==> src/rtl/counter_ctrl_pkg.sv <==
// Shared types and constants for the counter period sequencer.
package counter_ctrl_pkg;
  localparam int DEF_WIDTH  = 4;
  localparam int DEF_REPS_W = 4;
  localparam int PARK_VAL   = 0;

  typedef enum logic [1:0] {
    IDLE = 2'd0,
    LOAD = 2'd1,
    RUN  = 2'd2,
    DONE = 2'd3
  } state_t;
endpackage

==> src/rtl/counter_period_ctrl.sv <==
// Sequencer that runs the shared counter over reps periods of start_val..end_val.
// Optional watchdog (err output, shadow count) under COUNTER_PERIOD_CTRL_WATCHDOG_EN.
module counter_period_ctrl
  import counter_ctrl_pkg::*;
#(
  parameter int WIDTH  = DEF_WIDTH,
  parameter int REPS_W = DEF_REPS_W
) (
  input  logic              clk,
  input  logic              rst,
  input  logic              start,
  input  logic              abort,
  input  logic [WIDTH-1:0]  start_val,
  input  logic [WIDTH-1:0]  end_val,
  input  logic [REPS_W-1:0] reps,
  output logic              busy,
  output logic              tick,
  output logic              done,
  output logic              cnt_load,
  output logic [WIDTH-1:0]  cnt_data,
  input  logic [WIDTH-1:0]  cnt_count
`ifdef COUNTER_PERIOD_CTRL_WATCHDOG_EN
  ,
  output logic              err
`endif
);
  state_t              state_q;
  logic [WIDTH-1:0]    sv_q, ev_q;
  logic [REPS_W-1:0]   reps_q, rep_q;
  logic                at_end, last, wd_miss, accept;

  assign at_end = (cnt_count == ev_q);
  assign last   = (rep_q == reps_q - REPS_W'(1));
  assign accept = (state_q == IDLE) && start && !abort;

`ifdef COUNTER_PERIOD_CTRL_WATCHDOG_EN
  logic [WIDTH-1:0] exp_q;
  logic             err_q;

  assign wd_miss = (state_q == RUN) && (cnt_count != exp_q);
  assign err     = err_q;

  always_ff @(posedge clk) begin
    if (rst) begin
      exp_q <= '0;
      err_q <= 1'b0;
    end else begin
      if (state_q == LOAD)     exp_q <= sv_q;
      else if (state_q == RUN) exp_q <= at_end ? sv_q : exp_q + 1'b1;
      if (accept)                                        err_q <= 1'b0;
      else if (state_q == RUN && !abort && wd_miss)      err_q <= 1'b1;
    end
  end
`else
  assign wd_miss = 1'b0;
`endif

  always_ff @(posedge clk) begin
    if (rst) begin
      state_q <= IDLE;
      sv_q    <= '0;
      ev_q    <= '0;
      reps_q  <= '0;
      rep_q   <= '0;
    end else begin
      case (state_q)
        IDLE: if (accept) begin
          rep_q <= '0;
          if (reps != '0) begin
            sv_q    <= start_val;
            ev_q    <= end_val;
            reps_q  <= reps;
            state_q <= LOAD;
          end else begin
            state_q <= DONE;
          end
        end
        LOAD: state_q <= abort ? IDLE : RUN;
        RUN: begin
          if (abort)        state_q <= IDLE;
          else if (wd_miss) state_q <= DONE;
          else if (at_end) begin
            rep_q <= rep_q + 1'b1;
            if (last) state_q <= DONE;
          end
        end
        default: state_q <= IDLE;
      endcase
    end
  end

  // Outputs decode from registered state; only cnt_count feeds in combinationally.
  always_comb begin
    busy     = (state_q == LOAD) || (state_q == RUN);
    tick     = (state_q == RUN) && at_end;
    done     = (state_q == DONE);
    cnt_load = 1'b1;
    cnt_data = WIDTH'(PARK_VAL);
    case (state_q)
      LOAD: cnt_data = sv_q;
      RUN: begin
        if (!wd_miss) begin
          if (!at_end)   cnt_load = 1'b0;
          else if (!last) cnt_data = sv_q;
        end
      end
      default: ;
    endcase
  end
endmodule

==> config.mk <==
export PLATFORM = sky130hd
export DESIGN_NAME = counter_period_ctrl
export DESIGN_NICKNAME = d
export VERILOG_FILES = /design/src/rtl/counter_ctrl_pkg.sv /design/src/rtl/counter_period_ctrl.sv
export SDC_FILE = /design/constraint.sdc
export NUM_CORES = 1
export LEC_CHECK = 0
export CAP_MARGIN = 30
export CORE_MARGIN = 1
export CORE_UTILIZATION = 42
export CTS_CLUSTER_SIZE = 12
export DETAILED_ROUTE_END_ITERATION = 10
export PLACE_DENSITY = 0.74
export SLEW_MARGIN = 20
export SYNTH_ARGS = -nofsm -noshare
export SYNTH_HDL_FRONTEND = slang
export SYNTH_SLANG_ARGS = --single-unit
==> constraint.sdc <==
create_clock -name clk -period 1.5 [get_ports clk]
set_input_delay 0.225 -clock clk [delete_from_list [all_inputs] [get_ports clk]]
set_output_delay 0.225 -clock clk [all_outputs]
set_load 0.005 [all_outputs]
==> summary.txt, run 1 <==
number of flops mapped to enable cells by yosys: 0
Post-Synth XOR/XNOR Area: 10.76%
multiplexer area fraction after synthesis: 0.9780%
top cell type by total area after synthesis: dfxtp_1
Worst Setup End Kind: output port
layout cells sized above 1: 40.34%
final hold vios: 0
post-synthesis async set-or-reset flop share: 0%
Rel. slew slack: 68.32%
fin area: 1680 µm²
Hold WS: 0.4394 ns
Final Max Slew Viols: 0
Pwr per Cell Area: 1033 nW/µm²
Port Buffers: 27
Ports: 28
compound-cell area share of the yosys netlist: 15.40%
Rows: 17
Max Clock Skew: 0.01289 ns
area post-placement: 1480 µm²
Ant. Diodes: 0
worst-path fanout max: 4
# setup viols final: 12
Slew @ Worst Pin: 0.4753 ns
Total GRT Usage: 24.26%
CTS sink count: 18
CTS tree: yes
core area: 2255 µm²
crit path launch: reps_q[1]
FMAX: 494.5 MHz
Reg clk slew, reported paths: 0.12 ns
failing checks: negative setup slack
Power, Total: 1.737 mW
pin count of the biggest net entering global routing: 13
arrival time worst endpoint: 1.80 ns
post-route clock period utilization: 134.8%
Hold WC Path Type: input pin to flop
area share of the leading cell type in the synthesized netlist: 35.21%
worst r2r src: ev_q[2]
DRT antenna net count: 0
Die Area: 2638 µm²
leakage power: 0.7285 nW
Mapped Area: 1023 µm²
Syn Inst Count: 120
CTS root buf: clkbuf_4
Hold Startpoint: end_val[3]
via count: 1076
dominant cells by area after synthesis: dfxtp_1 35%, ha_1 7.3%, nand2_1 7.3%, xor2_1 6.8%, a21oi_1 5.4%
initial drt markers: 26
RSZ-0062 raised after global routing: true
synth cell count leaders: 20 x nand2_1, 18 x dfxtp_1, 11 x a21oi_1
setup slack after layout: -0.5223 ns
Clock Latency Late Sink: 0.32 ns
H-tree levels: 1
antenna violations before repair: 0
CP Launch Type: flop
initial core utilization: 45.39%
largest family of logic cells by synthesized area: simple AND/OR/NAND/NOR gates
#FFs+latches synth: 18
WL final: 2967 µm
drt pass-1 iters: 4
CP Data Required Time: 1.27 ns
Crit Path Class: flop to output port
Synth Area in Simple Gates: 26.89%
sequential fraction of the synthesis area: 35.21%
Top FF cell, synth: dfxtp_1
max cap viols: 0
fin util: 74.53%
post-synthesis adder-cell area fraction: 7.335%
vias per std cell: 5.275
NumNets Final: 203
clock buffer depth: 2
syn avg cell area: 8.529 µm²
vias in the first global route: 1082
die height: 51.37 µm
footprint of the multi-input gates: 757.0 µm²
total CTS buffers: 3
distinct cell type count after synthesis: 34
count leader, synth: nand2_1
die span in x: 51.37 µm
detailed placement HPWL: 1917 µm
global-route wire length before repair: 4678 µm
GRT overflow: 0
Routed wire per std cell: 14.54 µm
flip-flop and latch area: 367.9 µm²
VDD IR max: 0.9288 mV
Ys Warns: 0
Synth Net Count: 146
Period minus WS final: 2.022 ns
drt drc: 0
Area Overhead vs Synth: 64.18%
status: complete, but fails checks
# fillers: 161
placer congestion estimate: 0.7311
==> metrics by stage <==
stage | setup WS [ns] | instances | setup TNS [ns]
final | -0.5223 | 204 | -3.758
after global routing | -0.6267 | 204 | -4.760
after CTS | -0.5086 | 202 | -3.568
after detailed placement | -0.7785 | 192 | -9.567
after global placement | -0.7362 | 192 | -8.848
after floorplan | -0.005068 | 120 | -0.02027
==> registers in the layout, summed over array words and instances (netlist names) <==
name,cells
ev_q,4
rep_q,4
reps_q,4
sv_q,4
state_q,2
==> power by group <==
part | total [mW] | switching, mW | internal (mW)
Clock | 0.324 | 0.175 | 0.149
Combinational | 0.847 | 0.407 | 0.440
Sequential | 0.566 | 0.0324 | 0.533
==> timing repair <==
| item | 4_1_cts | 5_1_grt |
|---|---|---|
| buffers inserted | 6 | 2 |
| endpoints found under the setup margin | 24 | 23 |
| gates cloned | 0 | 1 |
| resized for setup | 58 | 7 |
| hold buffers | 0 | 0 |
| pin swaps | 16 | 12 |
==> path summary, 6_finish.rpt <==
| path | to | slack [ns] | depth (start not counted) |
|---|---|---|---|
| setup / recovery | cnt_data[3] | -0.52 | 8 |
| setup reg to reg | state_q[0] | -0.22 | 8 |
| hold reg to reg | sv_q[1] | 0.46 | 2 |
| hold / removal | ev_q[3] | 0.44 | 3 |
==> layer usage <==
metal | vias up | share of wire (%) | GRT usage, % | wire length, µm
li1 | 528 | - | - | -
met1 | 503 | 42 | 28.73 | 1244
met2 | 34 | 50 | 42.21 | 1483
met3 | 11 | 4.7 | 4.464 | 138
met4 | 0 | 3.4 | 10.36 | 101
met5 | - | 0 | 0 | 0
==> placed cells by master (no fill, tap or decap), types with 2 or more instances in the layout <==
master	n
o211ai_1	3
clkbuf_4	3
nor4_4	2
o41ai_2	2
ha_1	3
clkdlybuf4s50_1	17
or3_4	2
xor2_2	4
buf_6	6
xor2_1	4
dlygate4sd2_1	3
ha_4	2
nor3_1	3
inv_2	4
a21oi_1	10
dfxtp_1	12
and3_1	4
a22oi_1	3
nand2_1	20
o21ai_2	3
nand2b_1	2
dfxtp_2	6
buf_2	4
nor2_1	10
buf_4	23
inv_1	2
xnor2_1	2
==> final cells by class <==
| type | count | area share (%) |
|---|---|---|
| sequential | 18 | 21.89 |
| multi-input combinational | 94 | 45.05 |
| timing repair buffer | 54 | 27.48 |
| clock buffer | 4 | 2.159 |
| tap | 28 | 2.085 |
| inverter | 6 | 1.340 |
==> critical path: stages (launching register included) <==
cell and delay (ns):
dfxtp_2 0.36, inv_2 0.05, ha_4 0.26, xor2_2 0.14
nand3_2 0.11, o211ai_1 0.18, nand2b_1 0.11, and3_1 0.16
buf_2 0.12
==> logic make-up (layout without fill, tap and decap cells) <==
logic type | count (synthesis) | in the layout
AOI/OAI and AO/OA | 25 | 25
xor gates and xnor gates | 11 | 11
adders and majority gates | 6 | 6
buffers and inverters | 9 | 64
DFF | 18 | 18
muxes | 1 | 1
and+or+nand+nor | 50 | 51
Note: power is estimated with default switching activity, not from simulation.
==> run 2, diff against run 1 <==
--- a/config.mk
+++ b/config.mk
@@ -5,12 +5,14 @@
 export SDC_FILE = /design/constraint.sdc
 export NUM_CORES = 1
 export LEC_CHECK = 0
+export ABC_AREA = 0
 export CAP_MARGIN = 30
 export CORE_MARGIN = 1
 export CORE_UTILIZATION = 42
 export CTS_CLUSTER_SIZE = 12
 export DETAILED_ROUTE_END_ITERATION = 10
 export PLACE_DENSITY = 0.74
+export RECOVER_POWER = 100
 export SLEW_MARGIN = 20
 export SYNTH_ARGS = -nofsm -noshare
 export SYNTH_HDL_FRONTEND = slang
==> run 2 against run 1 <==
Effect of this change: the flow still finishes with violations (negative setup slack); die area did not move; setup slack got worse by 0.0074 ns; count of clock-buffer cells in the layout is the same; utilization fell by 1.0 points; worst hold slack about the same; wire length decreased by 0.30%; register-to-register slack about the same; cell count is the same; critical path depth stayed put; final area is 1.3% lower; critical endpoint unchanged.
==> summary.txt, run 2 (synthesized netlist as in run 1, its figures left out) <==
met1 Resource Use GR: 28.73% (unchanged)
initial drt markers: 26 (unchanged)
VDD IR max: 0.7904 mV (-15%)
drt drc: 0 (unchanged)
via count: 1076 (unchanged)
crit-path cells: inv_2, ha_4, xor2_2, nand3_2, o211ai_1, nand2b_1, and3_1, buf_2
CP bufs+invs: 2 (unchanged)
CTS Hold Bufs: 0 (unchanged)
Port Buffers: 27 (unchanged)
Slew @ Worst Pin: 0.4674 ns (-0.007849 ns)
initial core utilization: 45.39% (unchanged)
FMAX: 492.7 MHz (-0.36%)
antenna violations before repair: 0 (unchanged)
die height: 51.37 µm (unchanged)
vias in the first global route: 1082 (unchanged)
# setup viols final: 13 (+1)
slowest stage delay, CP: 0.36 ns (about the same)
Final Max Slew Viols: 0 (unchanged)
drt pass-1 iters: 4 (unchanged)
leakage power: 0.7255 nW (-0.42%)
DRT antenna net count: 0 (unchanged)
M3 GR Usage: 4.464% (unchanged)
vias per std cell: 5.275 (unchanged)
Total GRT Usage: 24.26% (unchanged)
final hold vios: 0 (unchanged)
Rel. slew slack: 68.58% (+0.26 points)
arrival time worst endpoint: 1.80 ns (about the same)
placer congestion estimate: 0.7311 (unchanged)
status: complete, but fails checks
Rows: 17 (unchanged)
worst-path fanout max: 4 (unchanged)
clock buffer depth: 2 (unchanged)
Area Overhead vs Synth: 61.98%
Reg clk slew, reported paths: 0.12 ns (about the same)
Ports: 28 (unchanged)
Clock Latency Late Sink: 0.31 ns (about the same)
Hold WC Path Type: input pin to flop
pin count of the biggest net entering global routing: 13 (unchanged)
setup slack after layout: -0.5297 ns (-0.007378 ns)
global-route wire length before repair: 4678 µm (unchanged)
failing checks: negative setup slack
max cap viols: 0 (unchanged)
most frequent cells in the layout: 23 x buf_4, 20 x nand2_1, 17 x clkdlybuf4s50_1, 13 x dfxtp_1
dpl ws: -0.7785 ns (unchanged)
Routed wire per std cell: 14.50 µm (-0.30%)
die span in x: 51.37 µm (unchanged)
NumNets Final: 203 (unchanged)
WL final: 2958 µm (-0.30%)
Worst path slowest cell: dfxtp_2
Ant. Diodes: 0 (unchanged)
post-route clock period utilization: 135.3% (+0.49 points)
# fillers: 162 (+0.62%)
GRT met2 Usage: 42.21% (unchanged)
GRT overflow: 0 (unchanged)
Worst Setup End Kind: output port
CP Launch Type: flop
H-tree levels: 1 (unchanged)
Die Area: 2638 µm² (unchanged)
Max Clock Skew: 0.01202 ns (-0.0008761 ns)
fin util: 73.53% (-1.0 points)
Crit Path Class: flop to output port
Pwr per Cell Area: 1017 nW/µm² (-1.6%)
CTS sink count: 18 (unchanged)
CTS root buf: clkbuf_4
detailed placement HPWL: 1917 µm (unchanged)
RSZ-0062 raised after global routing: true
core area: 2255 µm² (unchanged)
CTS tree: yes
Top Usage Layer GRT: met2
layout cells sized above 1: 39.20% (-1.1 points)
Period minus WS final: 2.030 ns (+0.007378 ns)
commonest non-fill, non-tap cell in the layout: buf_4
cell family with most CP delay: simple AND/OR/NAND/NOR gates
total CTS buffers: 3 (unchanged)
CP Data Required Time: 1.27 ns (about the same)
[run 2: path summary, 6_finish.rpt]
check	startpoint	slack [ns]	endpoint	cells after the start
max reg2reg	ev_q[2]	-0.22	state_q[0]	8
max	reps_q[1]	-0.53	cnt_data[3]	8
min	start_val[1]	0.44	sv_q[1]	3
min reg2reg	sv_q[1]	0.46	sv_q[1]	2
[run 2: report_power, final]
group | internal (mW) | switching (mW) | total [mW] | leakage [nW]
registers | 0.531 | 0.0330 | 0.564 | 0.149
clock network | 0.148 | 0.173 | 0.321 | 0.0210
logic | 0.404 | 0.397 | 0.802 | 0.556
[run 2: layout make-up]
cell class	instances	area, µm²	share of cell area, %
Multi-Input combinational cell	94	735.7	44.38
Timing Repair Buffer	54	461.7	27.85
Sequential cell	18	366.6	22.11
Clock buffer	4	36.28	2.189
Tap cell	28	35.03	2.113
Inverter	6	22.52	1.358
[run 2: repair_timing]
item	CTS	global route
endpoints found under the setup margin	24	23
buffers inserted	6	2
resized for setup	58	7
gates cloned	0	1
pin swaps	16	12
[run 2: worst min-delay path, delay by kind of cell]
family,cells,cell delay [ns]
AOI/OAI and AO/OA,1,0.05
buffers and inverters,1,0.39
and+or+nand+nor,1,0.05
[run 2: routing by layer]
metal / vias to the layer above / part of all wire [%]
li1: 526 / -
met1: 499 / 41
met2: 40 / 51
met3: 11 / 5.1
met4: 0 / 3.3
met5: - / 0
[run 2: through the flow]
step	instances	setup TNS [ns]	hold WS, ns	area, µm²	power (mW)
after floorplan	120	-0.02027	0.3610	1037	0.9705
after global placement	192	-8.848	0.4408	1480	1.264
after detailed placement	192	-9.567	0.4443	1480	1.289
after CTS	202	-3.568	0.4516	1645	1.686
after global routing	204	-5.203	0.4485	1658	1.779
final	204	-3.762	0.4391	1658	1.686
